**config.mk**
```make
export PLATFORM = sky130hd
export DESIGN_NAME = grid_duty_capture_flat
export DESIGN_NICKNAME = d
export VERILOG_FILES = /design/src/rtl/grid_pkg.sv /design/src/rtl/grid_duty_capture_if.sv /design/src/rtl/grid_sync_filter.sv /design/src/rtl/grid_duty_capture.sv /design/src/flat_wrapper.sv
export SDC_FILE = /design/constraint.sdc
export NUM_CORES = 1
export LEC_CHECK = 0
export BUFFER_PORTS_ARGS = -buffer_cell sky130_fd_sc_hd__clkbuf_2
export CORE_MARGIN = 5
export CORE_UTILIZATION = 58
export DETAILED_ROUTE_END_ITERATION = 12
export PLACE_DENSITY_LB_ADDON = 0.05
export SETUP_SLACK_MARGIN = 0.2
export SYNTH_ARGS = -nofsm -noshare
export SYNTH_HDL_FRONTEND = slang
export SYNTH_SLANG_ARGS = --single-unit
```
**constraint.sdc**
```tcl
create_clock -name sysclk -period 3.1 [get_ports sysclk]
set_input_delay 0.62 -clock sysclk [delete_from_list [all_inputs] [get_ports sysclk]]
set_output_delay 0.62 -clock sysclk [all_outputs]
set_load 0.01 [all_outputs]
```
**src/rtl/grid_pkg.sv**
```systemverilog
// Shared definitions for the grid PWM generator and the duty-capture monitor.
package grid_pkg;

  localparam int CNT_W       = 16;
  localparam int TIMEOUT_DEF = 60000;

  typedef enum logic [2:0] {
    SEEK    = 3'd0,
    LOW     = 3'd1,
    HIGH    = 3'd2,
    STUCK_L = 3'd3,
    STUCK_H = 3'd4
  } state_t;

  function automatic logic [CNT_W-1:0] sat_add(input logic [CNT_W-1:0] a,
                                               input logic [CNT_W-1:0] b);
    logic [CNT_W:0] sum;
    sum = {1'b0, a} + {1'b0, b};
    return sum[CNT_W] ? {CNT_W{1'b1}} : sum[CNT_W-1:0];
  endfunction

endpackage

```
**src/rtl/grid_duty_capture_if.sv**
```systemverilog
// Measurement bus of the duty-capture monitor: PWM line and enable in, results out.
// meas_valid is a one-cycle, valid-only pulse (no ready): consumers must take
// meas_dm/meas_period in the cycle it is high; the values then hold until the next pulse.
interface grid_duty_capture_if;
  import grid_pkg::*;

  logic             pwm_in;
  logic             cap_en;
  logic [CNT_W-1:0] meas_dm;
  logic [CNT_W-1:0] meas_period;
  logic             meas_valid;
  logic             stuck_high;
  logic             stuck_low;
  state_t           dbg_state;
  logic             dbg_level;

  modport master (
    output pwm_in, cap_en,
    input  meas_dm, meas_period, meas_valid, stuck_high, stuck_low, dbg_state, dbg_level
  );

  modport slave (
    input  pwm_in, cap_en,
    output meas_dm, meas_period, meas_valid, stuck_high, stuck_low, dbg_state, dbg_level
  );
endinterface

```
**src/rtl/grid_sync_filter.sv**
```systemverilog
// Synchroniser plus glitch filter for an asynchronous PWM line; emits the
// filtered level and single-cycle rise/fall pulses with equal latency.
module grid_sync_filter #(
  parameter int SYNC_STAGES = 2,
  parameter int GLITCH_CYC  = 3
) (
  input  logic i_clk,
  input  logic i_rst_n,
  input  logic i_raw,
  output logic o_level,
  output logic o_rise,
  output logic o_fall
);
  localparam int GW = $clog2(GLITCH_CYC + 1);

  logic [SYNC_STAGES-1:0] r_sync;
  logic [GW-1:0]          r_run;
  logic                   r_level;
  logic                   r_rise;
  logic                   r_fall;
  logic                   w_synced;
  logic                   w_accept;

  assign w_synced = r_sync[SYNC_STAGES-1];
  // r_run counts prior consecutive samples that disagreed with the filtered level.
  assign w_accept = (w_synced != r_level) && (r_run == GW'(GLITCH_CYC - 1));

  always_ff @(posedge i_clk) begin
    if (!i_rst_n) begin
      r_sync  <= '0;
      r_run   <= '0;
      r_level <= 1'b0;
      r_rise  <= 1'b0;
      r_fall  <= 1'b0;
    end else begin
      r_sync <= {r_sync[SYNC_STAGES-2:0], i_raw};
      if ((w_synced == r_level) || w_accept) begin
        r_run <= '0;
      end else begin
        r_run <= r_run + GW'(1);
      end
      if (w_accept) begin
        r_level <= w_synced;
      end
      r_rise <= w_accept & w_synced;
      r_fall <= w_accept & ~w_synced;
    end
  end

  assign o_level = r_level;
  assign o_rise  = r_rise;
  assign o_fall  = r_fall;
endmodule

```
**src/rtl/grid_duty_capture.sv**
```systemverilog
// Recovers low-time and period of an external PWM line in sysclk counts,
// with stuck-high/stuck-low detection after TIMEOUT cycles in one level.
module grid_duty_capture
  import grid_pkg::*;
#(
  parameter int SYNC_STAGES = 2,
  parameter int GLITCH_CYC  = 3,
  parameter int TIMEOUT     = TIMEOUT_DEF
) (
  input  logic                sysclk,
  input  logic                global_rst,
  grid_duty_capture_if.slave  cap
);
  localparam logic [CNT_W-1:0] TO_CNT = CNT_W'(TIMEOUT);

  logic             w_level;
  logic             w_rise;
  logic             w_fall;
  logic             w_edge;

  state_t           r_state,   w_state_nxt;
  logic [CNT_W-1:0] r_cnt,     w_cnt_nxt;
  logic [CNT_W-1:0] r_low_w,   w_low_w_nxt;
  logic [CNT_W-1:0] r_dm,      w_dm_nxt;
  logic [CNT_W-1:0] r_period,  w_period_nxt;
  logic             r_valid,   w_valid_nxt;
  logic             r_stuck_h, w_stuck_h_nxt;
  logic             r_stuck_l, w_stuck_l_nxt;

  grid_sync_filter #(
    .SYNC_STAGES (SYNC_STAGES),
    .GLITCH_CYC  (GLITCH_CYC)
  ) u_sync_filter (
    .i_clk   (sysclk),
    .i_rst_n (global_rst),
    .i_raw   (cap.pwm_in),
    .o_level (w_level),
    .o_rise  (w_rise),
    .o_fall  (w_fall)
  );

  assign w_edge = w_rise | w_fall;

  always_ff @(posedge sysclk) begin
    if (!global_rst) begin
      r_state   <= SEEK;
      r_cnt     <= '0;
      r_low_w   <= '0;
      r_dm      <= '0;
      r_period  <= '0;
      r_valid   <= 1'b0;
      r_stuck_h <= 1'b0;
      r_stuck_l <= 1'b0;
    end else begin
      r_state   <= w_state_nxt;
      r_cnt     <= w_cnt_nxt;
      r_low_w   <= w_low_w_nxt;
      r_dm      <= w_dm_nxt;
      r_period  <= w_period_nxt;
      r_valid   <= w_valid_nxt;
      r_stuck_h <= w_stuck_h_nxt;
      r_stuck_l <= w_stuck_l_nxt;
    end
  end

  always_comb begin
    w_state_nxt   = r_state;
    w_cnt_nxt     = r_cnt;
    w_low_w_nxt   = r_low_w;
    w_dm_nxt      = r_dm;
    w_period_nxt  = r_period;
    w_valid_nxt   = 1'b0;
    w_stuck_h_nxt = r_stuck_h;
    w_stuck_l_nxt = r_stuck_l;

    if (w_edge) begin
      w_cnt_nxt = CNT_W'(1);
    end else if (r_cnt != TO_CNT) begin
      w_cnt_nxt = r_cnt + CNT_W'(1);
    end

    // Edge tests come before the timeout tests so an edge on the timeout cycle wins.
    unique case (r_state)
      SEEK: begin
        if (w_fall) w_state_nxt = LOW;
      end
      LOW: begin
        if (w_rise) begin
          w_low_w_nxt = r_cnt;
          w_state_nxt = HIGH;
        end else if (r_cnt == TO_CNT) begin
          w_stuck_l_nxt = 1'b1;
          w_dm_nxt      = r_period;
          w_valid_nxt   = 1'b1;
          w_state_nxt   = STUCK_L;
        end
      end
      HIGH: begin
        if (w_fall) begin
          w_dm_nxt     = r_low_w;
          w_period_nxt = sat_add(r_low_w, r_cnt);
          w_valid_nxt  = 1'b1;
          w_state_nxt  = LOW;
        end else if (r_cnt == TO_CNT) begin
          w_stuck_h_nxt = 1'b1;
          w_dm_nxt      = '0;
          w_valid_nxt   = 1'b1;
          w_state_nxt   = STUCK_H;
        end
      end
      STUCK_L: begin
        // The low phase before this rise is unmeasured, so restart from a falling edge.
        if (w_rise) begin
          w_stuck_l_nxt = 1'b0;
          w_state_nxt   = SEEK;
        end
      end
      STUCK_H: begin
        if (w_fall) begin
          w_stuck_h_nxt = 1'b0;
          w_state_nxt   = LOW;
        end
      end
      default: w_state_nxt = SEEK;
    endcase

    if (!cap.cap_en) begin
      w_state_nxt   = SEEK;
      w_cnt_nxt     = '0;
      w_low_w_nxt   = r_low_w;
      w_dm_nxt      = r_dm;
      w_period_nxt  = r_period;
      w_valid_nxt   = 1'b0;
      w_stuck_h_nxt = 1'b0;
      w_stuck_l_nxt = 1'b0;
    end
  end

  assign cap.meas_dm     = r_dm;
  assign cap.meas_period = r_period;
  assign cap.meas_valid  = r_valid;
  assign cap.stuck_high  = r_stuck_h;
  assign cap.stuck_low   = r_stuck_l;
  assign cap.dbg_state   = r_state;
  assign cap.dbg_level   = w_level;
endmodule

```
**src/flat_wrapper.sv**
```systemverilog
// flat-port wrapper written by rule: the top's interface ports become plain ports
module grid_duty_capture_flat import grid_pkg::*;
#(
  parameter int SYNC_STAGES = 2,
  parameter int GLITCH_CYC  = 3,
  parameter int TIMEOUT     = TIMEOUT_DEF
)
  (sysclk, global_rst, cap_pwm_in, cap_cap_en, cap_meas_dm, cap_meas_period, cap_meas_valid, cap_stuck_high, cap_stuck_low, cap_dbg_state, cap_dbg_level);
  grid_duty_capture_if cap_i ();
  input  logic sysclk;
  input  logic global_rst;
  input wire logic [$bits(cap_i.pwm_in)-1:0] cap_pwm_in;
  input wire logic [$bits(cap_i.cap_en)-1:0] cap_cap_en;
  output wire logic [$bits(cap_i.meas_dm)-1:0] cap_meas_dm;
  output wire logic [$bits(cap_i.meas_period)-1:0] cap_meas_period;
  output wire logic [$bits(cap_i.meas_valid)-1:0] cap_meas_valid;
  output wire logic [$bits(cap_i.stuck_high)-1:0] cap_stuck_high;
  output wire logic [$bits(cap_i.stuck_low)-1:0] cap_stuck_low;
  output wire logic [$bits(cap_i.dbg_state)-1:0] cap_dbg_state;
  output wire logic [$bits(cap_i.dbg_level)-1:0] cap_dbg_level;
  assign cap_i.pwm_in = cap_pwm_in;
  assign cap_i.cap_en = cap_cap_en;
  assign cap_meas_dm = cap_i.meas_dm;
  assign cap_meas_period = cap_i.meas_period;
  assign cap_meas_valid = cap_i.meas_valid;
  assign cap_stuck_high = cap_i.stuck_high;
  assign cap_stuck_low = cap_i.stuck_low;
  assign cap_dbg_state = cap_i.dbg_state;
  assign cap_dbg_level = cap_i.dbg_level;
  grid_duty_capture #(.SYNC_STAGES(SYNC_STAGES), .GLITCH_CYC(GLITCH_CYC), .TIMEOUT(TIMEOUT)) u_core (.sysclk(sysclk), .global_rst(global_rst), .cap(cap_i));
endmodule
```
==> qor.yml <==
status:
  outcome: "finished, final reports clean"
yosys:
  synth_ff_type: "dfxtp_1"
  synth_nets: 459
  synth_commonest_cells: "dfxtp_1, nand3_1, a21oi_1, nand2_1"
  avgSynthCellArea_um2: 8.88
  synth.most_common_cell: "dfxtp_1"
  ys_warn_count: 0
  netlist_area_um2: 3860
  synthTopCellsByArea: "dfxtp_1, ha_1, nand3_1"
  synthCells: 435
  synthArstFlopShare_pct: 0
  synth_edf_count: 0
  synth.ff_latch_count: 77
  synth_cell_types: 51
  synth_top_area_cell: "dfxtp_1"
  synth_seq_area_share_pct: 39.9
  yosysTopAreaCellShare_pct: 39.9
routing:
  drt-vias-per-instance: 5.86
  antenna_left: 0
  vias: 3258
  drc: 0
  drt_wl_total_um: 8850
  drt-pass1-iter-count: 7
  drt-wirelength-per-cell_um: 15.9
  drtIter0Drc: 157
placed_design:
  gp_congestion: 0.894
  place_hpwl_um: 6560
  dp_cells: 541
  io_buffer_count: 42
  postPlaceCellArea_um2: 4130
clocking:
  tritoncts: "built"
  clock-sinks: 77
  h-tree-depth: 3
  hold_buffers: 0
  clk_pin_slew_worst_paths_ns: 0.08
  cts_max_path_buffers: 2
  cts_buffers: 9
  postCtsSetupBuffers: 0
  root_buffer: "clkbuf_8"
  clk_latency_ns: 0.35
  cts_resized: 0
finish:
  seqCellArea_um2: 1540
  antenna_cells: 0
  multi_input_area_um2: 2190
  stdcell_count: 556
  final_nets: 499
  fill_cells: 553
  drive_gt1_share_pct: 14.8
  area_growth_pct: 12.0
  finalInstanceArea_um2: 4320
global_route:
  grt_max_degree: 38
  grt_pass1_wl_um: 14800
  grt.overflow.total: 0
  grt_pass1_vias: 2926
  antenna_found_initial: 0
  grtUsageTotal_pct: 22.0
die:
  die_h_um: 91.6
  fp.dieW_um: 91.6
  ios: 43
  dieArea_um2: 8390
  initial_utilization_pct: 60.1
  core_um2: 6420
  fp-row-count: 29
setup_path:
  cp.required_ns: 3.33
  slowest_stage: "fa_1"
  worstSetupStartpoint: "u_core.r_cnt[0]$_SDFFE_PN0P_"
  cpPeakStageDelay_ns: 0.44
  arrival_ns: 2.75
  path_class: "reg2reg"
  r2r_start: "u_core.r_cnt[0]$_SDFFE_PN0P_"
  start_kind: "flop"
  crit_path_max_fanout: 16
  path_cells: "ha_1, fa_1, a211oi_1, o211ai_1, nand3_1, a31oi_1, nor3b_1, buf_4, a21oi_1"
  cp-end-kind: "flop"
sta:
  skew_ns: 0.0118
  hold_violations: 0
  rsz0062_at_grt: "false"
  timing.final.crit_share_pct: 81.0
  slew_viol_final: 0
  fmax_mhz: 398
  setup-tns-final_ns: 0
  slew_headroom_pct: 54.1
  finalCriticalPeriod_ns: 2.51
  finalSetupViolCount: 0
  worstMarginPinSlew_ns: 0.686
power_and_ir_drop:
  ir_worst_vdd_mv: 0.313
  leakage_nw: 1.85
  p_per_area_nw_per_um2: 409
min_path:
  hp-class: "reg2reg"
  hold_path.startpoint: "u_core.u_sync_filter.r_run[0]$_SDFF_PP0_"
run:
  drv_cap: 0
worst paths after layout:
kind	to	slack [ns]	depth (start not counted)
setup reg to reg	u_core.cap.meas_period[12]$_SDFFE_PN0P_	0.59	9
hold reg to reg	u_core.u_sync_filter.r_run[0]$_SDFF_PP0_	0.41	1
setup / recovery	u_core.cap.meas_period[12]$_SDFFE_PN0P_	0.59	9
hold / removal	u_core.u_sync_filter.r_run[0]$_SDFF_PP0_	0.41	1
sequential cells by signal, indices dropped and copies added (netlist names):
name                          count
u_core.u_sync_filter.o_rise       1
u_core.u_sync_filter.o_fall       1
u_core.cap.stuck_low              1
u_core.cap.meas_dm               16
u_core.cap.dbg_state              3
u_core.u_sync_filter.r_run        2
u_core.r_cnt                     16
u_core.u_sync_filter.r_sync       2
u_core.r_low_w                   16
u_core.cap.meas_valid             1
u_core.u_sync_filter.o_level      1
u_core.cap.meas_period           16
u_core.cap.stuck_high             1
report_power, final:
part,internal [mW],leakage (nW),switching [mW]
Sequential,0.991,0.621,0.00347
Combinational,0.0113,1.13,0.0196
Clock,0.392,0.0927,0.349
Total,1.39,1.85,0.372
cell type report:
class                      count  area share, %
clock inverter                 3           1.07
inverter                       8          0.695
tap                           77           2.23
timing repair buffer          50           6.25
multi-input combinational    329           50.7
clock buffer                  12           3.36
sequential                    77           35.7
critical path, delay by kind of cell (launching register included):
family,cells,cell delay [ns]
adders and majority gates,2,0.69
AOI/OAI and AO/OA,4,0.71
and+or+nand+nor,2,0.38
DFF,1,0.37
buffers and inverters,1,0.25
per-stage QoR:
step | worst slack [ns] | power (mW) | hold slack (ns) | utilization, %
floorplan | 0.567 | 1.04 | 0.392 | -
global placement | 0.628 | 1.05 | 0.399 | 64.3
detailed placement | 0.620 | 1.05 | 0.406 | 64.3
CTS | 0.594 | 1.78 | 0.417 | 67.3
global route | 0.350 | 1.83 | 0.438 | 67.3
finish | 0.588 | 1.77 | 0.414 | 67.3
cells by family (layout without fill, tap and decap cells):
kind of cell | Yosys count | after routing | share of synthesized area (%)
fa+ha+maj | 20 | 20 | 6.68
flops | 77 | 77 | 39.9
xor+xnor | 27 | 27 | 6.12
simple gates | 161 | 161 | 21.7
buf+inv | 29 | 73 | 3.40
mux | 18 | 18 | 4.67
compound gates | 103 | 103 | 17.5
per-layer routing:
layer	up-vias	part of all wire, %	global-route usage (%)
met4	0	1.4	7.91
met5	-	0	0
met1	1504	52	33.3
met3	11	5.6	3.88
li1	1639	-	-
met2	104	41	30.9
layout by cell type, fill, tap and decap left out, drive strengths merged, types with 3 or more instances in the layout:
cell	count
o211ai	4
ha	19
inv	8
dfxtp	77
o211a	16
nor3b	6
nand4	4
a211oi	3
xnor2	10
and2	4
nand2b	3
o21ai	28
nor3	4
nand2	35
a21oi	36
nand3	44
mux2i	18
nor2b	19
nor2	27
xor2	17
clkbuf	54
and3	4
buf	8
No activity file was read; power rests on OpenSTA's default activity.
